==> src/rtl/midi_pkg.sv <==
// rtl/midi_pkg.sv - shared constants and types for the MIDI polyphony front end
// Contents: status nibble codes, realtime threshold, voice count, parser state enum.
package midi_pkg;

  localparam logic [3:0] NOTE_OFF = 4'h8;
  localparam logic [3:0] NOTE_ON  = 4'h9;
  localparam logic [3:0] PROG_CHG = 4'hC;

  // Status bytes at or above this value are realtime and never disturb parsing.
  localparam logic [7:0] RT_MIN = 8'hF8;

  localparam int VOICES = 4;

  typedef enum logic [1:0] {
    IDLE,   // no usable running status; data bytes are dropped
    DATA1,  // waiting for first data byte (note number or program)
    DATA2   // waiting for velocity byte
  } parse_state_t;

endpackage

==> src/rtl/midi_polyphony_if.sv <==
// rtl/midi_polyphony_if.sv - byte-stream input and decoded/voice outputs of the MIDI front end
// master: drives CE, CHANNEL, DATA, DV and observes all outputs.
// slave : the midi_polyphony block; consumes the byte stream, drives note/program/slot outputs.
interface midi_polyphony_if;

  logic       CE;
  logic [3:0] CHANNEL;
  logic [7:0] DATA;
  logic       DV;

  logic [6:0] NOTE_NUM;
  logic [6:0] NOTE_VEL;
  logic [6:0] PROGRAM;
  logic       NOTE_ON_OUT;
  logic       NOTE_OFF_OUT;

  logic [6:0] NOTE_NUM_0, NOTE_NUM_1, NOTE_NUM_2, NOTE_NUM_3;
  logic [6:0] NOTE_VEL_0, NOTE_VEL_1, NOTE_VEL_2, NOTE_VEL_3;

  modport master (
    output CE, CHANNEL, DATA, DV,
    input  NOTE_NUM, NOTE_VEL, PROGRAM, NOTE_ON_OUT, NOTE_OFF_OUT,
    input  NOTE_NUM_0, NOTE_NUM_1, NOTE_NUM_2, NOTE_NUM_3,
    input  NOTE_VEL_0, NOTE_VEL_1, NOTE_VEL_2, NOTE_VEL_3
  );

  modport slave (
    input  CE, CHANNEL, DATA, DV,
    output NOTE_NUM, NOTE_VEL, PROGRAM, NOTE_ON_OUT, NOTE_OFF_OUT,
    output NOTE_NUM_0, NOTE_NUM_1, NOTE_NUM_2, NOTE_NUM_3,
    output NOTE_VEL_0, NOTE_VEL_1, NOTE_VEL_2, NOTE_VEL_3
  );

endinterface

==> src/rtl/midi_parser.sv <==
// rtl/midi_parser.sv - MIDI byte-stream parser for Note On/Off and Program Change on one channel
// Inputs : clk, rst_n (async, active-low), ce, channel[3:0], data[7:0], dv.
// Outputs: note_num/note_vel (last note message), prog_num (last program),
//          note_on/note_off one-cycle pulses on message completion.
module midi_parser
  import midi_pkg::*;
(
  input  logic       clk,
  input  logic       rst_n,
  input  logic       ce,
  input  logic [3:0] channel,
  input  logic [7:0] data,
  input  logic       dv,
  output logic [6:0] note_num,
  output logic [6:0] note_vel,
  output logic [6:0] prog_num,
  output logic       note_on,
  output logic       note_off
);

  parse_state_t state;
  logic [3:0]   kind;    // running status high nibble
  logic [6:0]   data1;   // note number held until velocity arrives

  logic status_ok;
  assign status_ok = (data[3:0] == channel) &&
                     ((data[7:4] == NOTE_OFF) || (data[7:4] == NOTE_ON) ||
                      (data[7:4] == PROG_CHG));

  always_ff @(posedge clk or negedge rst_n) begin
    if (!rst_n) begin
      state    <= IDLE;
      kind     <= '0;
      data1    <= '0;
      note_num <= '0;
      note_vel <= '0;
      prog_num <= '0;
      note_on  <= 1'b0;
      note_off <= 1'b0;
    end else if (ce) begin
      // Pulses are cleared only on enabled cycles so the whole block freezes together with CE.
      note_on  <= 1'b0;
      note_off <= 1'b0;
      if (dv) begin
        if (data[7]) begin
          if (data < RT_MIN) begin
            if (status_ok) begin
              kind  <= data[7:4];
              state <= DATA1;
            end else begin
              state <= IDLE;
            end
          end
        end else begin
          case (state)
            IDLE: ;
            DATA1: begin
              if (kind == PROG_CHG) begin
                prog_num <= data[6:0];
              end else begin
                data1 <= data[6:0];
                state <= DATA2;
              end
            end
            DATA2: begin
              note_num <= data1;
              note_vel <= data[6:0];
              // Note On with zero velocity is a Note Off by MIDI convention.
              if (kind == NOTE_ON && data[6:0] != 7'd0) note_on <= 1'b1;
              else                                      note_off <= 1'b1;
              state <= DATA1;   // running status kept for the next pair
            end
            default: state <= IDLE;
          endcase
        end
      end
    end
  end

endmodule

==> src/rtl/midi_polyphony.sv <==
// rtl/midi_polyphony.sv - MIDI front end with a 4-slot voice allocator
// Ports: CLK, RST (async, active-low) plus bus (midi_polyphony_if.slave) carrying the
//        byte stream in and the decoded note/program and per-slot note/velocity out.
module midi_polyphony
  import midi_pkg::*;
(
  input  logic              CLK,
  input  logic              RST,
  midi_polyphony_if.slave   bus
);

  logic [6:0] note_num, note_vel, prog_num;
  logic       note_on, note_off;

  midi_parser u_parser (
    .clk      (CLK),
    .rst_n    (RST),
    .ce       (bus.CE),
    .channel  (bus.CHANNEL),
    .data     (bus.DATA),
    .dv       (bus.DV),
    .note_num (note_num),
    .note_vel (note_vel),
    .prog_num (prog_num),
    .note_on  (note_on),
    .note_off (note_off)
  );

  logic [6:0] slot_num [VOICES];
  logic [6:0] slot_vel [VOICES];

  // Lowest-index busy slot already holding the note, and lowest-index free slot.
  logic       hit, free;
  logic [1:0] hit_idx, free_idx;

  always_comb begin
    hit      = 1'b0;
    hit_idx  = 2'd0;
    free     = 1'b0;
    free_idx = 2'd0;
    for (int i = VOICES - 1; i >= 0; i--) begin
      if (slot_vel[i] != 7'd0 && slot_num[i] == note_num) begin
        hit     = 1'b1;
        hit_idx = 2'(i);
      end
      if (slot_vel[i] == 7'd0) begin
        free     = 1'b1;
        free_idx = 2'(i);
      end
    end
  end

  always_ff @(posedge CLK or negedge RST) begin
    if (!RST) begin
      for (int i = 0; i < VOICES; i++) begin
        slot_num[i] <= '0;
        slot_vel[i] <= '0;
      end
    end else if (bus.CE) begin
      if (note_on) begin
        if (hit) begin
          slot_vel[hit_idx] <= note_vel;
        end else if (free) begin
          slot_num[free_idx] <= note_num;
          slot_vel[free_idx] <= note_vel;
        end
      end else if (note_off) begin
        // Note number is kept so the envelope can run its release on the same pitch.
        for (int i = 0; i < VOICES; i++) begin
          if (slot_vel[i] != 7'd0 && slot_num[i] == note_num) slot_vel[i] <= '0;
        end
      end
    end
  end

  assign bus.NOTE_NUM     = note_num;
  assign bus.NOTE_VEL     = note_vel;
  assign bus.PROGRAM      = prog_num;
  assign bus.NOTE_ON_OUT  = note_on;
  assign bus.NOTE_OFF_OUT = note_off;

  assign bus.NOTE_NUM_0 = slot_num[0];
  assign bus.NOTE_NUM_1 = slot_num[1];
  assign bus.NOTE_NUM_2 = slot_num[2];
  assign bus.NOTE_NUM_3 = slot_num[3];
  assign bus.NOTE_VEL_0 = slot_vel[0];
  assign bus.NOTE_VEL_1 = slot_vel[1];
  assign bus.NOTE_VEL_2 = slot_vel[2];
  assign bus.NOTE_VEL_3 = slot_vel[3];

endmodule

==> src/flat_wrapper.sv <==
// flat-port wrapper written by rule: the top's interface ports become plain ports
module midi_polyphony_flat import midi_pkg::*;
  (CLK, RST, bus_CE, bus_CHANNEL, bus_DATA, bus_DV, bus_NOTE_NUM, bus_NOTE_VEL, bus_PROGRAM, bus_NOTE_ON_OUT, bus_NOTE_OFF_OUT, bus_NOTE_NUM_0, bus_NOTE_NUM_1, bus_NOTE_NUM_2, bus_NOTE_NUM_3, bus_NOTE_VEL_0, bus_NOTE_VEL_1, bus_NOTE_VEL_2, bus_NOTE_VEL_3);
  midi_polyphony_if bus_i ();
  input  logic CLK;
  input  logic RST;
  input wire logic [$bits(bus_i.CE)-1:0] bus_CE;
  input wire logic [$bits(bus_i.CHANNEL)-1:0] bus_CHANNEL;
  input wire logic [$bits(bus_i.DATA)-1:0] bus_DATA;
  input wire logic [$bits(bus_i.DV)-1:0] bus_DV;
  output wire logic [$bits(bus_i.NOTE_NUM)-1:0] bus_NOTE_NUM;
  output wire logic [$bits(bus_i.NOTE_VEL)-1:0] bus_NOTE_VEL;
  output wire logic [$bits(bus_i.PROGRAM)-1:0] bus_PROGRAM;
  output wire logic [$bits(bus_i.NOTE_ON_OUT)-1:0] bus_NOTE_ON_OUT;
  output wire logic [$bits(bus_i.NOTE_OFF_OUT)-1:0] bus_NOTE_OFF_OUT;
  output wire logic [$bits(bus_i.NOTE_NUM_0)-1:0] bus_NOTE_NUM_0;
  output wire logic [$bits(bus_i.NOTE_NUM_1)-1:0] bus_NOTE_NUM_1;
  output wire logic [$bits(bus_i.NOTE_NUM_2)-1:0] bus_NOTE_NUM_2;
  output wire logic [$bits(bus_i.NOTE_NUM_3)-1:0] bus_NOTE_NUM_3;
  output wire logic [$bits(bus_i.NOTE_VEL_0)-1:0] bus_NOTE_VEL_0;
  output wire logic [$bits(bus_i.NOTE_VEL_1)-1:0] bus_NOTE_VEL_1;
  output wire logic [$bits(bus_i.NOTE_VEL_2)-1:0] bus_NOTE_VEL_2;
  output wire logic [$bits(bus_i.NOTE_VEL_3)-1:0] bus_NOTE_VEL_3;
  assign bus_i.CE = bus_CE;
  assign bus_i.CHANNEL = bus_CHANNEL;
  assign bus_i.DATA = bus_DATA;
  assign bus_i.DV = bus_DV;
  assign bus_NOTE_NUM = bus_i.NOTE_NUM;
  assign bus_NOTE_VEL = bus_i.NOTE_VEL;
  assign bus_PROGRAM = bus_i.PROGRAM;
  assign bus_NOTE_ON_OUT = bus_i.NOTE_ON_OUT;
  assign bus_NOTE_OFF_OUT = bus_i.NOTE_OFF_OUT;
  assign bus_NOTE_NUM_0 = bus_i.NOTE_NUM_0;
  assign bus_NOTE_NUM_1 = bus_i.NOTE_NUM_1;
  assign bus_NOTE_NUM_2 = bus_i.NOTE_NUM_2;
  assign bus_NOTE_NUM_3 = bus_i.NOTE_NUM_3;
  assign bus_NOTE_VEL_0 = bus_i.NOTE_VEL_0;
  assign bus_NOTE_VEL_1 = bus_i.NOTE_VEL_1;
  assign bus_NOTE_VEL_2 = bus_i.NOTE_VEL_2;
  assign bus_NOTE_VEL_3 = bus_i.NOTE_VEL_3;
  midi_polyphony u_core (.CLK(CLK), .RST(RST), .bus(bus_i));
endmodule
==> config.mk <==
export PLATFORM = sky130hd
export DESIGN_NAME = midi_polyphony_flat
export DESIGN_NICKNAME = d
export VERILOG_FILES = /design/src/rtl/midi_pkg.sv /design/src/rtl/midi_polyphony_if.sv /design/src/rtl/midi_parser.sv /design/src/rtl/midi_polyphony.sv /design/src/flat_wrapper.sv
export SDC_FILE = /design/constraint.sdc
export NUM_CORES = 1
export LEC_CHECK = 0
export CORE_MARGIN = 3
export CORE_UTILIZATION = 46
export CTS_BUF_LIST = sky130_fd_sc_hd__clkbuf_4 sky130_fd_sc_hd__clkbuf_8 sky130_fd_sc_hd__clkbuf_16
export DETAILED_ROUTE_END_ITERATION = 10
export PLACE_DENSITY = 0.76
export SYNTH_ARGS = -nofsm -noshare
export SYNTH_HDL_FRONTEND = slang
export SYNTH_SLANG_ARGS = --single-unit
==> constraint.sdc <==
create_clock -name CLK -period 2.3 [get_ports CLK]
set_input_delay 0.345 -clock CLK [delete_from_list [all_inputs] [get_ports CLK]]
set_output_delay 0.345 -clock CLK [all_outputs]
set_load 0.02 [all_outputs]
Word-level counts from Yosys, hierarchy flattened
Cells that the tools add are included.
Widths: inputs -> output; s select.
{ "word_totals": {"elab_cells": 121, "inputBits": 16, "output_inout_bits": 79, "regBits": 92} }
{ "op_classes": {"muxes": 44, "n_eq_ne": 16, "bitwise_logic": 5, "reduce_logical": 35, "n_lt_le_gt_ge": 5} }
{ "ops": {"columns": ["cell", "count"], "rows": [
  ["$mux 28", 4],
  ["$bwmux 28", 3],
  ["$mux 7", 6],
  ["$reduce_bool 7->1", 5],
  ["$demux 7 s2", 2],
  ["$eq 7x7->1", 4],
  ["$logic_not 7->1", 4],
  ["$reduce_and 4->1", 6],
  ["$mux 2", 11],
  ["$eq 4x4->1 const B", 5],
  ["$reduce_and 5->1", 4],
  ["$mux 1", 17],
  ["$reduce_bool 2->1", 5],
  ["$logic_and 1x1->1", 8],
  ["$lt 8x8->1 const B", 1],
  ["$ge 3x3->1 const B", 2],
  ["$lt 3x1->1 const B", 2],
  ["$not 2->3", 2],
  ["$pmux 2 s3", 1],
  ["$eq 4x4->1", 1],
  ["$ne 3x1->1 const B", 1],
  ["$ne 3x3->1 const B", 1],
  ["$not 1->1", 3],
  ["$eq 2x1->1 const B", 1],
  ["other kinds (5)", 6]
]} }

Depth between registers and ports, before layout
{ "logic_depth": {"depth_word": 14, "depth_mapped": 9, "mapped_depth_nobuf": 7} }

Modules after synthesis
From an unflattened synthesis, not the netlist that was laid out.
{ "unflattened": {"hier_cells": 341, "hier_area_um2": 4404.2} }
{ "modules_own_cells": {"columns": ["mod", "seq_area_each_um2", "cells_each", "area_per_inst_um2", "instances"], "rows": [
  ["midi_polyphony", 1401.3, 241, 2875.3, 1],
  ["midi_parser", 900.9, 100, 1529.0, 1]
]} }

Least setup slack after synthesis
Ideal clock, no wire load.
{ "synth_path": {"kind": "reg-to-reg", "startpoint": "reg u_core.u_parser.note_num[6]", "endpoint": "reg u_core.slot_vel, in the netlist u_core.bus.NOTE_VEL_1[0]", "slack_ns": -0.229, "path_stages_with_launch": 10, "arrival_time_ns": 2.404, "setup_ns": 0.125, "n_path_buf": 2, "synth_period_minus_slack_ns": 2.529, "required_ns": 2.175, "path_cell_list": "dfrtp_1 buf_6 xor2_1 nor4_2 and3_4 nor2_2 a41o_1 a2111o_1 buf_6 mux2_4"} }
{ "synth_via": {"elab_chain_len": 14, "elab_cells_between_ends": 28, "cone_classes": "2 x order compare; 5 x eq/ne; 13 x mux; 1 x bitwise; 7 x reduce/logical"} }
{ "synth_lines": {"columns": ["element", "line_no", "rtl"], "rows": [
  ["start: declaration", "midi_parser.sv:14", "output logic [6:0] note_num,"],
  ["start signal: assignment", "midi_parser.sv:66", "note_num <= data1;"],
  ["$eq 7x7->1", "midi_polyphony.sv:42", "if (slot_vel[i] != 7'd0 && slot_num[i] == note_num) begin"],
  ["$logic_and 1x1->1", "midi_polyphony.sv:42", null],
  ["$mux 2 (4 in series)", "midi_polyphony.sv:42", null],
  ["$not 2->3 (implied by the code)", "midi_polyphony.sv:62", "slot_vel[hit_idx] <= note_vel;"],
  ["$ge 3x3->1 (implied by the code) / $lt 3x1->1 (equally long branches)", "midi_polyphony.sv:62", null],
  ["$logic_and 1x1->1 (implied by the code)", "midi_polyphony.sv:62", null],
  ["$mux 7 (implied by the code)", "midi_polyphony.sv:62", null],
  ["$demux 7 s2", "midi_polyphony.sv:62", null],
  ["$bwmux 28", "midi_polyphony.sv:62", null],
  ["$mux 28", "midi_polyphony.sv:61", "if (hit) begin"],
  ["$mux 28", "midi_polyphony.sv:60", "if (note_on) begin"],
  ["end signal: indexed assignment", "midi_polyphony.sv:62", null],
  ["end signal: indexed assignment", "midi_polyphony.sv:65", "slot_vel[free_idx] <= note_vel;"],
  ["end: declaration", "midi_polyphony.sv:30", "logic [6:0] slot_vel [VOICES];"]
]} }
Parallel ways exist; a longest one is shown, timed or not.
A chain may end at the register's enable or synchronous reset.

Final worst setup path
{ "layout_path": {"startpoint": "reg u_core.u_parser.note_num[2]", "endpoint": "reg u_core.slot_vel, in the netlist u_core.bus.NOTE_VEL_0[2]"} }
Same word-level chain as after synthesis.

==> summary.txt <==
Timing
  • Final Cycle Share: 1.06
  • Worst setup margin: -134 ps
  • Slew HR: 0.681
  • Fin Hold WS: 427 ps
  • Fin. Hold Viols: 0
  • Final Critical Period: approximately 2400 ps
  • Fmax: roughly 410 MHz
  • Worst-Margin Slew: around 470 ps
  • Slew Limit Fails: 0
  • Final setup violation count: a little under 50
  • RSZ-0062 raised after global routing: yes
  • Clock skew: between 10 and 15 ps

Synth
  • Share of synthesized registers carrying an async set or reset: 1.00
  • Count leader, synth: dfrtp_1
  • Syn Std Cell Area: approximately 4400 µm²
  • Area share of the largest cell type after synthesis: 0.527
  • Distinct cells, synth: between 40 and 50
  • Synth area leader: dfrtp_1
  • Post-Syn Instances: roughly 340
  • Commonest cells in the synthesized netlist: dfrtp_1 (92), mux2_2 (72), xor2_1 (25), nor2_1 (20), nand2_1 (17)
  • FF+latch count, synth: roughly 90
  • Synthesized area per cell: between 10 and 15 µm²
  • Synth area leaders: dfrtp_1 (53%), mux2_2 (19%), xor2_1 (5.0%), mux2_4 (4.8%), nor2_1 (1.7%)
  • Yosys warns: 0
  • Seq/Total Area, Yosys: 0.527
  • Post-synthesis net count: 357
  • Post-synth EDFFs: 0
  • Synth Flop Type: dfrtp_1

Status
  • Status: finished, violations left
  • Failing checks: setup timing

Worst setup path
  • Critical-path cell list: xor2_1, nor4_2, and3_4, nor2_4, a41o_1, or3_1, buf_6, mux2_4
  • CP arrival: 2680 ps
  • Crit path kind: reg -> reg
  • Crit path launch type: flip-flop
  • Crit-path slowest cell: dfrtp_2
  • Setup crit end kind: flip-flop
  • Max stage delay on crit path: 480 ps
  • CP Max Fanout: 7
  • Critical Path RT: between 2000 and 3000 ps

Pwr
  • Pwr dens: roughly 460 nW/µm²
  • Peak VDD IR: about 0.00033 V
  • Pleak: roughly 3.3 nW
  • Overall Power: around 3 mW

GRT
  • First-pass GRT wire length: 17.6 mm
  • Initial antenna violation count: 0
  • Pin count of the biggest net entering global routing: 47
  • GR Util All Layers: 0.217
  • Grt ovf: 0
  • Number of global-route vias before repair: roughly 3600

Routing
  • Routed vias/inst: between 5 and 6
  • Drt first pass iters: 4
  • First DRT Iteration DRCs: roughly 160
  • Post-route ant nets: 0
  • Via count: roughly 3400
  • Routed len/inst: approximately 17 µm
  • # DRC: 0
  • WL final: 11.1 mm

Clocking
  • Skew-Pair Late Insertion Delay: 360 ps
  • CTS HTree Levels: 3
  • Clock sinks: between 90 and 100
  • Clock root buffer: clkbuf_8
  • Clock-pin transition on the worst setup and hold timing paths: ~90 ps
  • CTS tree: done
  • CTS Buffer Depth: 2
  • Total CTS buffers: 9

Die
  • IO Pins: 95
  • Starting Density: 0.487
  • Row count: 34
  • Die area: 10700 µm²
  • Die Ht: slightly above 100 µm
  • Die X: between 100 and 150 µm
  • Core Area: about 9000 µm²

Finish
  • Final net count: ~540
  • Layout cells sized above 1: 0.430
  • Layout Utilization: 0.727
  • FILL cells: ~610
  • Area Overhead vs Synth: 49.4%
  • Footprint of the multi-input gates: about 2100 µm²
  • Register area: ~2300 µm²
  • Ant diodes: 0

Place
  • RePlAce Congestion: 0.906
  • HPWL after detailed placement: 8.34 mm
  • Number of port buffers: between 90 and 100

Hold path
  • Hold Crit Class: in -> async

Run
  • Max-cap viol count: 0
## metrics by stage
stage               setup WS [ps]  TNS, ps  cells  cell area, µm²
finish                       -134    -2840    656            6530
global route                 -244    -8010    656            6530
CTS                          -166    -2920    653            6450
detailed placement           -363   -13210    634            6090
global placement             -358   -11400    634            6090
floorplan                    -165    -1850    341            4390
## final timing paths
path,start,to,slack [ps],depth (start not counted)
min in group CLK,u_core.u_parser.kind[3]$_DFFE_PN0P_,u_core.u_parser.kind[3]$_DFFE_PN0P_,500,1
setup reg to reg,u_core.u_parser.note_num[2]$_DFFE_PN0P_,u_core.bus.NOTE_VEL_0[2]$_DFFE_PN0P_,-130,8
hold reg to reg,u_core.u_parser.kind[3]$_DFFE_PN0P_,u_core.u_parser.kind[3]$_DFFE_PN0P_,500,1
hold / removal,RST,u_core.u_parser.kind[1]$_DFFE_PN0P_,430,2
max in group asynchronous,RST,u_core.u_parser.note_num[3]$_DFFE_PN0P_,1240,3
setup / recovery,u_core.u_parser.note_num[2]$_DFFE_PN0P_,u_core.bus.NOTE_VEL_0[2]$_DFFE_PN0P_,-130,8
## layout by cell type (no fill, tap or decap), types with 6 or more instances in the layout
master	synthesis	routed
xor2_1	25	22
dfrtp_1	92	88
mux2_2	72	64
nand3_1	6	6
and2_1	11	10
clkdlybuf4s50_1	0	93
nor2_1	20	18
mux2_4	14	22
nand2_1	17	17
nor3_1	8	6
buf_4	1	88
clkbuf_8	0	11
xnor2_1	7	7
buf_6	3	7
## layout make-up
class / instances / area share
sequential: 92 / 0.354
multi-input combinational: 228 / 0.324
clock buffer: 11 / 0.0232
timing repair buffer: 191 / 0.264
tap: 126 / 0.0242
clock inverter: 5 / 0.00997
inverter: 3 / 0.00173
## critical path: cells and delay by family (launching register included)
kind                      cells  cell delay [ps]
buffers and inverters         1              160
muxes                         1              290
DFF                           1              480
and+or+nand+nor               4              970
xor gates and xnor gates      1              190
AOI/OAI and AO/OA             1              230
## registers in the layout, summed over array words and instances (netlist names), 7 cells and up
signal                    count
u_core.bus.NOTE_VEL_2         7
u_core.u_parser.note_num      7
u_core.bus.NOTE_NUM_2         7
u_core.bus.NOTE_VEL_0         7
u_core.u_parser.prog_num      7
u_core.bus.NOTE_VEL_3         7
u_core.bus.NOTE_NUM_3         7
u_core.bus.NOTE_NUM_1         7
u_core.u_parser.data1         7
u_core.u_parser.note_vel      7
u_core.bus.NOTE_VEL_1         7
u_core.bus.NOTE_NUM_0         7
## cell families (layout without fill, tap and decap cells)
| family | Yosys count | count (layout) | synth area share |
|---|---|---|---|
| AO/OA/AOI/OAI | 15 | 15 | 0.0289 |
| buffers and inverters | 21 | 210 | 0.0255 |
| flip-flops | 92 | 92 | 0.527 |
| XOR/XNOR | 32 | 32 | 0.0641 |
| AND/OR/NAND/NOR | 95 | 95 | 0.121 |
| multiplexers | 86 | 86 | 0.234 |
## where the power goes
part	leakage [nW]	switching [mW]	internal (mW)
combinational	1.87	0.0800	0.0780
sequential	1.28	0.0203	1.64
clock	0.111	0.584	0.576
total	3.26	0.685	2.29
## routing by layer
| layer | share of wire | wire (µm) | track usage |
|---|---|---|---|
| met3 | 0.045 | 497 | 0.0416 |
| met2 | 0.52 | 5760 | 0.375 |
| met5 | 0 | 0 | 0 |
| met4 | 0.015 | 167 | 0.0687 |
| met1 | 0.42 | 4620 | 0.275 |
## timing repair
| item | CTS | global route |
|---|---|---|
| buffers inserted | 2 | 3 |
| endpoints found under the setup margin | 56 | 53 |
| resized for setup | 26 | 12 |
| hold buffers | 1 | 0 |
| endpoints found under the hold margin | 23 | 0 |
| pin swaps | 9 | 3 |
Note: power is estimated with default switching activity, not from simulation.
